$ cat src/rtl/alu_add_and_flags_unit_if.sv
// Operand/result bus for the execute-stage ADD/AND ALU slice.
// The master issues operands and an opcode. The slave returns the registered
// result and the flags one cycle later.
interface alu_add_and_flags_unit_if;
    logic        in_valid;
    logic [31:0] a;
    logic [31:0] b;
    logic [1:0]  op;
    logic [1:0]  op_size;
    logic        out_valid;
    logic [31:0] res;
    logic [5:0]  flags;

    modport master (
        output in_valid, a, b, op, op_size,
        input  out_valid, res, flags
    );

    modport slave (
        input  in_valid, a, b, op, op_size,
        output out_valid, res, flags
    );
endinterface

$ cat src/rtl/alu_add_and_flags_unit.sv
// Registered ADD/AND ALU slice with x86-style status flags.
// Flag vector layout: [0]CF [1]PF [2]AF [3]ZF [4]SF [5]OF.
// Optional feature macro: ALU_SUB_EN. When it is defined, op=10 performs SUB.
// When it is not defined, op=10 is an ADD.
module alu_add_and_flags_unit (
    input  logic                        clk,
    input  logic                        rst,
    alu_add_and_flags_unit_if.slave     bus
);

    logic        is_and;
    logic        is_sub;
    logic [31:0] b_eff;
    logic [32:0] sum;
    logic [31:0] result;
    logic        carry_m;
    logic        msb_a;
    logic        msb_b;
    logic        msb_r;
    logic        zero_m;
    logic        af_raw;
    logic [5:0]  flags_next;

    // Operand conditioning and the single shared 33-bit adder; SUB reuses it as a + ~b + 1
    always_comb begin
        is_and = bus.op[0];
`ifdef ALU_SUB_EN
        is_sub = (bus.op == 2'b10);
`else
        is_sub = 1'b0;
`endif
        b_eff  = is_sub ? ~bus.b : bus.b;
        sum    = {1'b0, bus.a} + {1'b0, b_eff} + {32'd0, is_sub};
        result = is_and ? (bus.a & bus.b) : sum[31:0];
    end

    // Pick the size-dependent MSB, the carry out of that MSB and the zero test.
    // The carry out of bit 7 or 15 is recovered from the carry into bit 8 or 16 of the full sum.
    always_comb begin
        carry_m = 1'b0;
        msb_a   = 1'b0;
        msb_b   = 1'b0;
        msb_r   = 1'b0;
        zero_m  = 1'b0;
        case (bus.op_size)
            2'b00: begin
                carry_m = sum[8] ^ bus.a[8] ^ b_eff[8];
                msb_a   = bus.a[7];
                msb_b   = b_eff[7];
                msb_r   = result[7];
                zero_m  = (result[7:0] == 8'd0);
            end
            2'b01: begin
                carry_m = sum[16] ^ bus.a[16] ^ b_eff[16];
                msb_a   = bus.a[15];
                msb_b   = b_eff[15];
                msb_r   = result[15];
                zero_m  = (result[15:0] == 16'd0);
            end
            default: begin
                carry_m = sum[32];
                msb_a   = bus.a[31];
                msb_b   = b_eff[31];
                msb_r   = result[31];
                zero_m  = (result == 32'd0);
            end
        endcase
    end

    // Flag assembly. For SUB, CF and AF report a borrow, which is the inverted adder carry.
    // OF uses the conditioned operand, so one overflow expression covers both ADD and SUB.
    always_comb begin
        flags_next    = 6'd0;
        af_raw        = bus.a[4] ^ b_eff[4] ^ result[4];
        flags_next[1] = ~^result[7:0];
        flags_next[3] = zero_m;
        flags_next[4] = msb_r;
        if (!is_and) begin
            flags_next[0] = carry_m ^ is_sub;
            flags_next[2] = af_raw ^ is_sub;
            flags_next[5] = (msb_a == msb_b) && (msb_r != msb_a);
        end
    end

    // Output register: reset clears everything, a valid issue loads, otherwise res/flags hold
    always_ff @(posedge clk) begin
        if (rst) begin
            bus.out_valid <= 1'b0;
            bus.res       <= 32'd0;
            bus.flags     <= 6'd0;
        end else begin
            bus.out_valid <= bus.in_valid;
            if (bus.in_valid) begin
                bus.res   <= result;
                bus.flags <= flags_next;
            end
        end
    end

endmodule

$ cat src/flat_wrapper.sv
// flat-port wrapper written by rule: the top's interface ports become plain ports
module alu_add_and_flags_unit_flat 
  (clk, rst, bus_in_valid, bus_a, bus_b, bus_op, bus_op_size, bus_out_valid, bus_res, bus_flags);
  alu_add_and_flags_unit_if bus_i ();
  input  logic clk;
  input  logic rst;
  input wire logic [$bits(bus_i.in_valid)-1:0] bus_in_valid;
  input wire logic [$bits(bus_i.a)-1:0] bus_a;
  input wire logic [$bits(bus_i.b)-1:0] bus_b;
  input wire logic [$bits(bus_i.op)-1:0] bus_op;
  input wire logic [$bits(bus_i.op_size)-1:0] bus_op_size;
  output wire logic [$bits(bus_i.out_valid)-1:0] bus_out_valid;
  output wire logic [$bits(bus_i.res)-1:0] bus_res;
  output wire logic [$bits(bus_i.flags)-1:0] bus_flags;
  assign bus_i.in_valid = bus_in_valid;
  assign bus_i.a = bus_a;
  assign bus_i.b = bus_b;
  assign bus_i.op = bus_op;
  assign bus_i.op_size = bus_op_size;
  assign bus_out_valid = bus_i.out_valid;
  assign bus_res = bus_i.res;
  assign bus_flags = bus_i.flags;
  alu_add_and_flags_unit u_core (.clk(clk), .rst(rst), .bus(bus_i));
endmodule
$ cat config.mk
export PLATFORM = sky130hd
export DESIGN_NAME = alu_add_and_flags_unit_flat
export DESIGN_NICKNAME = d
export VERILOG_FILES = /design/src/rtl/alu_add_and_flags_unit_if.sv /design/src/rtl/alu_add_and_flags_unit.sv /design/src/flat_wrapper.sv
export SDC_FILE = /design/constraint.sdc
export NUM_CORES = 1
export LEC_CHECK = 0
export CAP_MARGIN = 40
export CELL_PAD_IN_SITES_DETAIL_PLACEMENT = 2
export CELL_PAD_IN_SITES_GLOBAL_PLACEMENT = 2
export CORE_ASPECT_RATIO = 1.5
export CORE_MARGIN = 10
export CORE_UTILIZATION = 29
export DETAILED_ROUTE_END_ITERATION = 8
export GPL_TIMING_DRIVEN = 0
export PLACE_DENSITY_LB_ADDON = 0.1
export SYNTH_ARGS = -nofsm -noshare
export SYNTH_HDL_FRONTEND = slang
export SYNTH_SLANG_ARGS = --single-unit
$ cat constraint.sdc
create_clock -name clk -period 9.2 [get_ports clk]
set_input_delay 0.92 -clock clk [delete_from_list [all_inputs] [get_ports clk]]
set_output_delay 0.92 -clock clk [all_outputs]
set_load 0.02 [all_outputs]
## Yosys cells after proc, flatten, opt, wreduce, memory -nomap -nowiden

Cells that the tools add are included.

| operators by class | value |
|---|---|
| add/sub/neg operators | 1 |
| equality and inequality tests | 3 |
| muxes and demuxes | 9 |
| bitwise operators | 7 |
| reductions and logical operators | 6 |

Operator list:

| kind | number |
|---|---|
| adder 32 x 32 -> 33 bit | 1 |
| AND 32 bit | 1 |
| logical NOT 32 bit | 1 |
| two-way mux 32 bit | 1 |
| logical NOT 16 bit | 1 |
| one-hot mux 1 bit (2 select lines) | 5 |
| logical NOT 8 bit | 1 |
| XNOR reduction 8 bit | 1 |
| bitwise XOR 1 bit | 6 |
| two-way mux 1 bit | 3 |
| == test 2 x 1 -> 1 bit (second input constant) | 1 |
| logical NOT 2 bit | 1 |
| == test 1 bit | 1 |
| logical AND 1 bit | 1 |
| inequality test 1 bit | 1 |

| storage, ports and cells | value |
|---|---|
| output and inout bits | 39 |
| bits of input ports | 71 |
| register bits | 39 |

## Depth between registers and ports, before layout

| logic depth | value |
|---|---|
| depth after elaboration | 6 |
| gate-level depth with buffers | 15 |
| gate-level depth less buffers | 15 |

## Worst setup path before layout

Ideal clock, no wire load.

| path | value |
|---|---|
| kind | input port to flip-flop |
| from | input port bus_b[0] |
| to | register u_core.bus.flags[3] |
| path slack | 5.581 ns |
| cell stages on the path | 12 |
| required time | 9.141 ns |
| arrival | 3.560 ns |
| setup time | 0.059 ns |
| path through | ha_1 fa_1 a211oi_2 o21bai_1 a21oi_2 a21oi_2 a21boi_1 mux2_2 nor4_2 nand4_1 o41ai_2 a22o_1 |

| between the ends | value |
|---|---|
| word-level cells in the longest chain between the ends | 4 |

Ends and longest elaborated chain:

| item | RTL line | RTL |
|---|---|---|
| from (decl) | flat_wrapper.sv:9 | `input wire logic [$bits(bus_i.b)-1:0] bus_b;` |
| adder 32 x 32 -> 33 bit or AND 32 bit (tied branches) | alu_add_and_flags_unit.sv:33, alu_add_and_flags_unit.sv:34 |  |
| two-way mux 32 bit * | alu_add_and_flags_unit.sv:34 | `result = is_and ? (bus.a & bus.b) : sum[31:0];` |
| logical NOT 32 bit (tied with other cells) | alu_add_and_flags_unit.sv:65 | `zero_m = (result == 32'd0);` |
| one-hot mux 1 bit (2 select lines) * | alu_add_and_flags_unit.sv:45 | `case (bus.op_size)` |
| to (signal assigned) | alu_add_and_flags_unit.sv:95 | `bus.flags <= flags_next;` |
| to (decl) | alu_add_and_flags_unit_if.sv:21 | `output out_valid, res, flags` |

Mark *: on every way between the ends. The rest lies on a longest branch, timed or not.
A chain may end at the register's enable or synchronous reset.

## Final worst setup path

| path | value |
|---|---|
| from | input port bus_op[0] |
| to | register u_core.bus.flags[3] |

| between the ends | value |
|---|---|
| word-level cells in the longest chain between the ends | 3 |

Ends and longest elaborated chain:

| item | RTL line | RTL |
|---|---|---|
| from (decl) | flat_wrapper.sv:10 | `input wire logic [$bits(bus_i.op)-1:0] bus_op;` |
| two-way mux 32 bit * | alu_add_and_flags_unit.sv:34 |  |
| logical NOT 32 bit (tied with other cells) | alu_add_and_flags_unit.sv:65 |  |
| one-hot mux 1 bit (2 select lines) * | alu_add_and_flags_unit.sv:45 |  |

Marked as above.

==> impl_metrics.yaml <==
cts:
  post_cts.repair.setup_buffers: 0
  cts_tree: "built"
  cts-root-to-sink-buffers: 2
  clk_transition_reported_paths_ns: 0.06
  worst_skew_pair.late_latency_ns: 0.28
  cts_num_sinks: 39
  ctsResizeCount: 0
  postCtsHoldBufs: 0
  cts_inserted_buffers: 5
  cts-root-buf: "sky130_fd_sc_hd__clkbuf_16"
  cts_max_level: 2
floorplanning:
  initial_util: 0.295
  die_w_um: 115
  ios: 110
  placementRows: 52
  design.die.area_mm2: 0.0189
  core-area_mm2: 0.0135
  fp.dieH_um: 163
detailed_routing:
  drt.antenna.violating_nets: 0
  viasPerCell: 5.56
  post-route-drc-count: 0
  totalWireLength_mm: 18.0
  num_vias: 4465
  wire_per_inst_um: 22.5
  drt_pass1_iterations: 4
  drt_first_iter_violations: 147
global_route:
  maximum_number_of_pins_on_one_net_before_global_route_repair: 14
  wire_length_of_the_first_global_routing_pass_mm: 28.2
  gr-usage-all-layers: 0.190
  globalRoute.totalOverflow: 0
  globalRouteMet3Util: 0.0217
  via_count_of_the_first_global_routing_pass: 5031
  groute.layer.met1.usage: 0.206
  gr-usage-met2: 0.368
  grt_antenna_before_repair: 0
  grt.busiest_layer: "met2"
critical_path:
  timing.critical_path.slowest_stage_cell: "sky130_fd_sc_hd__clkdlybuf4s50_1"
  critPathBufInv: 5
  cells_on_worst_reg2reg_path: 2
  critical-path-max-stage-delay_ns: 0.64
  critPathTopFamily: "buffers and inverters"
  worst_ep_arrival_time_ns: 5.60
  crit_chain: "clkdlybuf4s50_1, clkbuf_1, clkbuf_1, clkbuf_1, buf_1, nor2_1, a21oi_1, ha_1, nand4_1, nor2_1, nand2_1, or4bb_1, o21ai_1, a22o_1"
  regToRegSetupSlack_ns: 8.37
  startpoint_type: "input pin"
  critPathCaptureType: "register"
  setup.worst_path.class: "in -> reg"
  r2r_start: "u_core.bus.res[8]"
  timing.critical_path.required_ns: 9.43
  crit_path_frequent_cell: "sky130_fd_sc_hd__clkbuf_1"
  rr_endpoint: "u_core.bus.res[8]"
  crit_fanout: 10
timing:
  fin_crit_sh: 0.584
  post_route_minimum_period_ns: 5.37
  finalSetupTns_ns: 0
  final_number_of_hold_violating_endpoints: 0
  final.hold.worst_slack_ns: 0.488
  final_max_slew_viol_count: 0
  finClkSkew_ns: 0
  setup_slack_ns: 3.83
  slew-limit-headroom: 0.554
  clock.fmax_mhz: 186
  timing.final.setup_violations: 0
  worstMarginPinSlew_ns: 0.669
  rsz0062_at_grt: "false"
synthesis:
  post_synth_mux_area_share: 0.0521
  synth_top_family_by_area: "compound AO/OA/AOI/OAI gates"
  synth-adder-area-share: 0.122
  synthCells: 528
  synth_compound_area_frac: 0.283
  mappedNetlistNets: 637
  synth_warnings: 0
  synth_async_sr_flop_share: 0
  synth_simple_gate_area_share: 0.232
  synth_edf_count: 0
  ys_dominant_reg_cell: "sky130_fd_sc_hd__dfxtp_1"
  ys_seq_area_frac: 0.197
  mappedNetlistArea_mm2: 0.00397
  synth_seq_cells: 39
  count_of_different_cell_masters_after_synthesis: 69
  area_share_of_xor_xnor_cells_in_the_synthesized_design: 0.0659
  syn_avg_cell_area_um2: 7.51
pwr:
  power_leakage_nw: 2.12
  clockPowerShare: 0.293
  p_int_mw: 0.488
  power.switching_fraction: 0.371
  combinationalPowerShare: 0.459
  power.density_cell_area_mw_per_mm2: 143
  power.sequential.fraction: 0.248
  power_switching_mw: 0.288
  worst_vdd_drop_v: 0.0000807
cells_and_area:
  multi_input_comb_area_mm2: 0.00299
  seq_area_um2: 781
  final_nets: 749
  final_layout_size_suffix_gt1_frac: 0.0780
  areaGrowthSynthToFinish_pct: 36.5
  final.fill_count: 1578
  num_antenna_cells: 0
hold_path:
  holdPathStages: 2
  timing.hold.worst_endpoint: "u_core.bus.res[21]"
  hp-start: "u_core.bus.res[21]"
  hold_crit_class: "reg -> reg"
placed_design:
  post-place-ws_ns: 3.52
  port-buffer-count: 105
  place.detailed.hpwl_mm: 15.2
  gpl.final_weighted_congestion: 0.852
status:
  status: "completed"
flow_run:
  max_cap_violations: 0
==> tightest hold or removal path, cell delays in order (launching register included) <==
cell and delay (ns):
sky130_fd_sc_hd__dfxtp_1 0.32, sky130_fd_sc_hd__nand2_1 0.07, sky130_fd_sc_hd__a21oi_1 0.06
==> area by class of cell <==
type	instances	share of cell area
Clock buffer	5	0.0231
Timing Repair Buffer	105	0.194
Clock inverter	3	0.0125
Tap cell	162	0.0374
Sequential cell	39	0.144
Buffer	35	0.0303
Inverter	8	0.00555
Multi-Input combinational cell	446	0.553
==> kinds of logic after synthesis <==
logic type               count (synthesis)
adder cells (fa/ha/maj)                 38
flip-flops                              39
AND/OR/NAND/NOR                        196
AO/OA/AOI/OAI                          163
multiplexers                            20
XOR/XNOR                                29
buffers and inverters                   43
==> cells in the mapped netlist (all sizes together), types with 5 or more instances <==
master / instances / area, um2
mux2: 5 / 56.3
dfxtp: 39 / 781
nand2: 52 / 195
a31oi: 5 / 31.3
a21o: 9 / 67.6
nor3: 15 / 80.1
xor2: 11 / 96.3
o21ai: 33 / 169
buf: 14 / 85.1
nor3b: 5 / 37.5
nand3: 12 / 60.1
mux2i: 15 / 150
nor2: 75 / 284
inv: 8 / 30.0
clkbuf: 21 / 78.8
xnor2: 18 / 165
nand4: 11 / 68.8
a211oi: 24 / 195
a21oi: 52 / 287
ha: 37 / 463
==> cell usage in the layout (no fill, tap or decap), types with 5 or more instances in the layout <==
master / synthesis / final
sky130_fd_sc_hd__a211oi_1: 21 / 21
sky130_fd_sc_hd__a21o_1: 9 / 9
sky130_fd_sc_hd__a21oi_1: 45 / 45
sky130_fd_sc_hd__a21oi_2: 7 / 7
sky130_fd_sc_hd__a31oi_1: 5 / 5
sky130_fd_sc_hd__buf_2: 8 / 8
sky130_fd_sc_hd__clkbuf_1: 21 / 21
sky130_fd_sc_hd__clkbuf_16: 0 / 5
sky130_fd_sc_hd__clkdlybuf4s50_1: 0 / 105
sky130_fd_sc_hd__dfxtp_1: 39 / 39
sky130_fd_sc_hd__ha_1: 37 / 37
sky130_fd_sc_hd__inv_1: 8 / 8
sky130_fd_sc_hd__mux2_2: 5 / 5
sky130_fd_sc_hd__mux2i_1: 15 / 15
sky130_fd_sc_hd__nand2_1: 52 / 52
sky130_fd_sc_hd__nand3_1: 12 / 12
sky130_fd_sc_hd__nand4_1: 11 / 11
sky130_fd_sc_hd__nor2_1: 74 / 74
sky130_fd_sc_hd__nor3_1: 14 / 14
sky130_fd_sc_hd__nor3b_1: 5 / 5
sky130_fd_sc_hd__o21ai_0: 23 / 23
sky130_fd_sc_hd__o21ai_1: 9 / 9
sky130_fd_sc_hd__xnor2_1: 17 / 17
sky130_fd_sc_hd__xor2_1: 11 / 11
==> routing by layer <==
layer	up-vias	wire length, um
li1	2150	-
met1	2204	7150
met2	92	9940
met3	19	583
met4	0	370
met5	-	0
==> worst max-delay path by stage <==
| stage | slack [ns] | endpoint | depth (start not counted) | start |
|---|---|---|---|---|
| CTS | 3.79 | u_core.bus.flags[3] | 14 | bus_op[0] |
| detailed placement | 3.52 | u_core.bus.flags[3] | 14 | bus_op[0] |
| global route | 3.56 | u_core.bus.flags[3] | 14 | bus_op[0] |
| global placement | 3.66 | u_core.bus.flags[3] | 14 | bus_op[0] |
| finish | 3.83 | u_core.bus.flags[3] | 14 | bus_op[0] |
| floorplan | 5.58 | u_core.bus.flags[3] | 12 | bus_b[0] |
==> sequential cells by signal, indices dropped and copies added (netlist names) <==
| signal | flops |
|---|---|
| u_core.bus.res | 32 |
| u_core.bus.flags | 6 |
| u_core.bus.out_valid | 1 |
==> power by group through the flow <==
| stage | registers [mW] | clock network (mW) | logic [mW] |
|---|---|---|---|
| after floorplan | 0.212 | 0 | 0.199 |
| after global placement | 0.196 | 0 | 0.345 |
| after detailed placement | 0.196 | 0 | 0.356 |
| after CTS | 0.193 | 0.229 | 0.359 |
| after global routing | 0.194 | 0.237 | 0.390 |
| final | 0.193 | 0.227 | 0.356 |
==> stage by stage <==
step | area, um2 | utilization | instances | power (mW)
floorplan | 3970 | - | 528 | 0.411
global placement | 5220 | 0.388 | 795 | 0.541
detailed placement | 5220 | 0.388 | 795 | 0.552
CTS | 5410 | 0.402 | 803 | 0.781
global route | 5410 | 0.402 | 803 | 0.822
finish | 5410 | 0.402 | 803 | 0.776
Note: power is estimated with default switching activity, not from simulation.
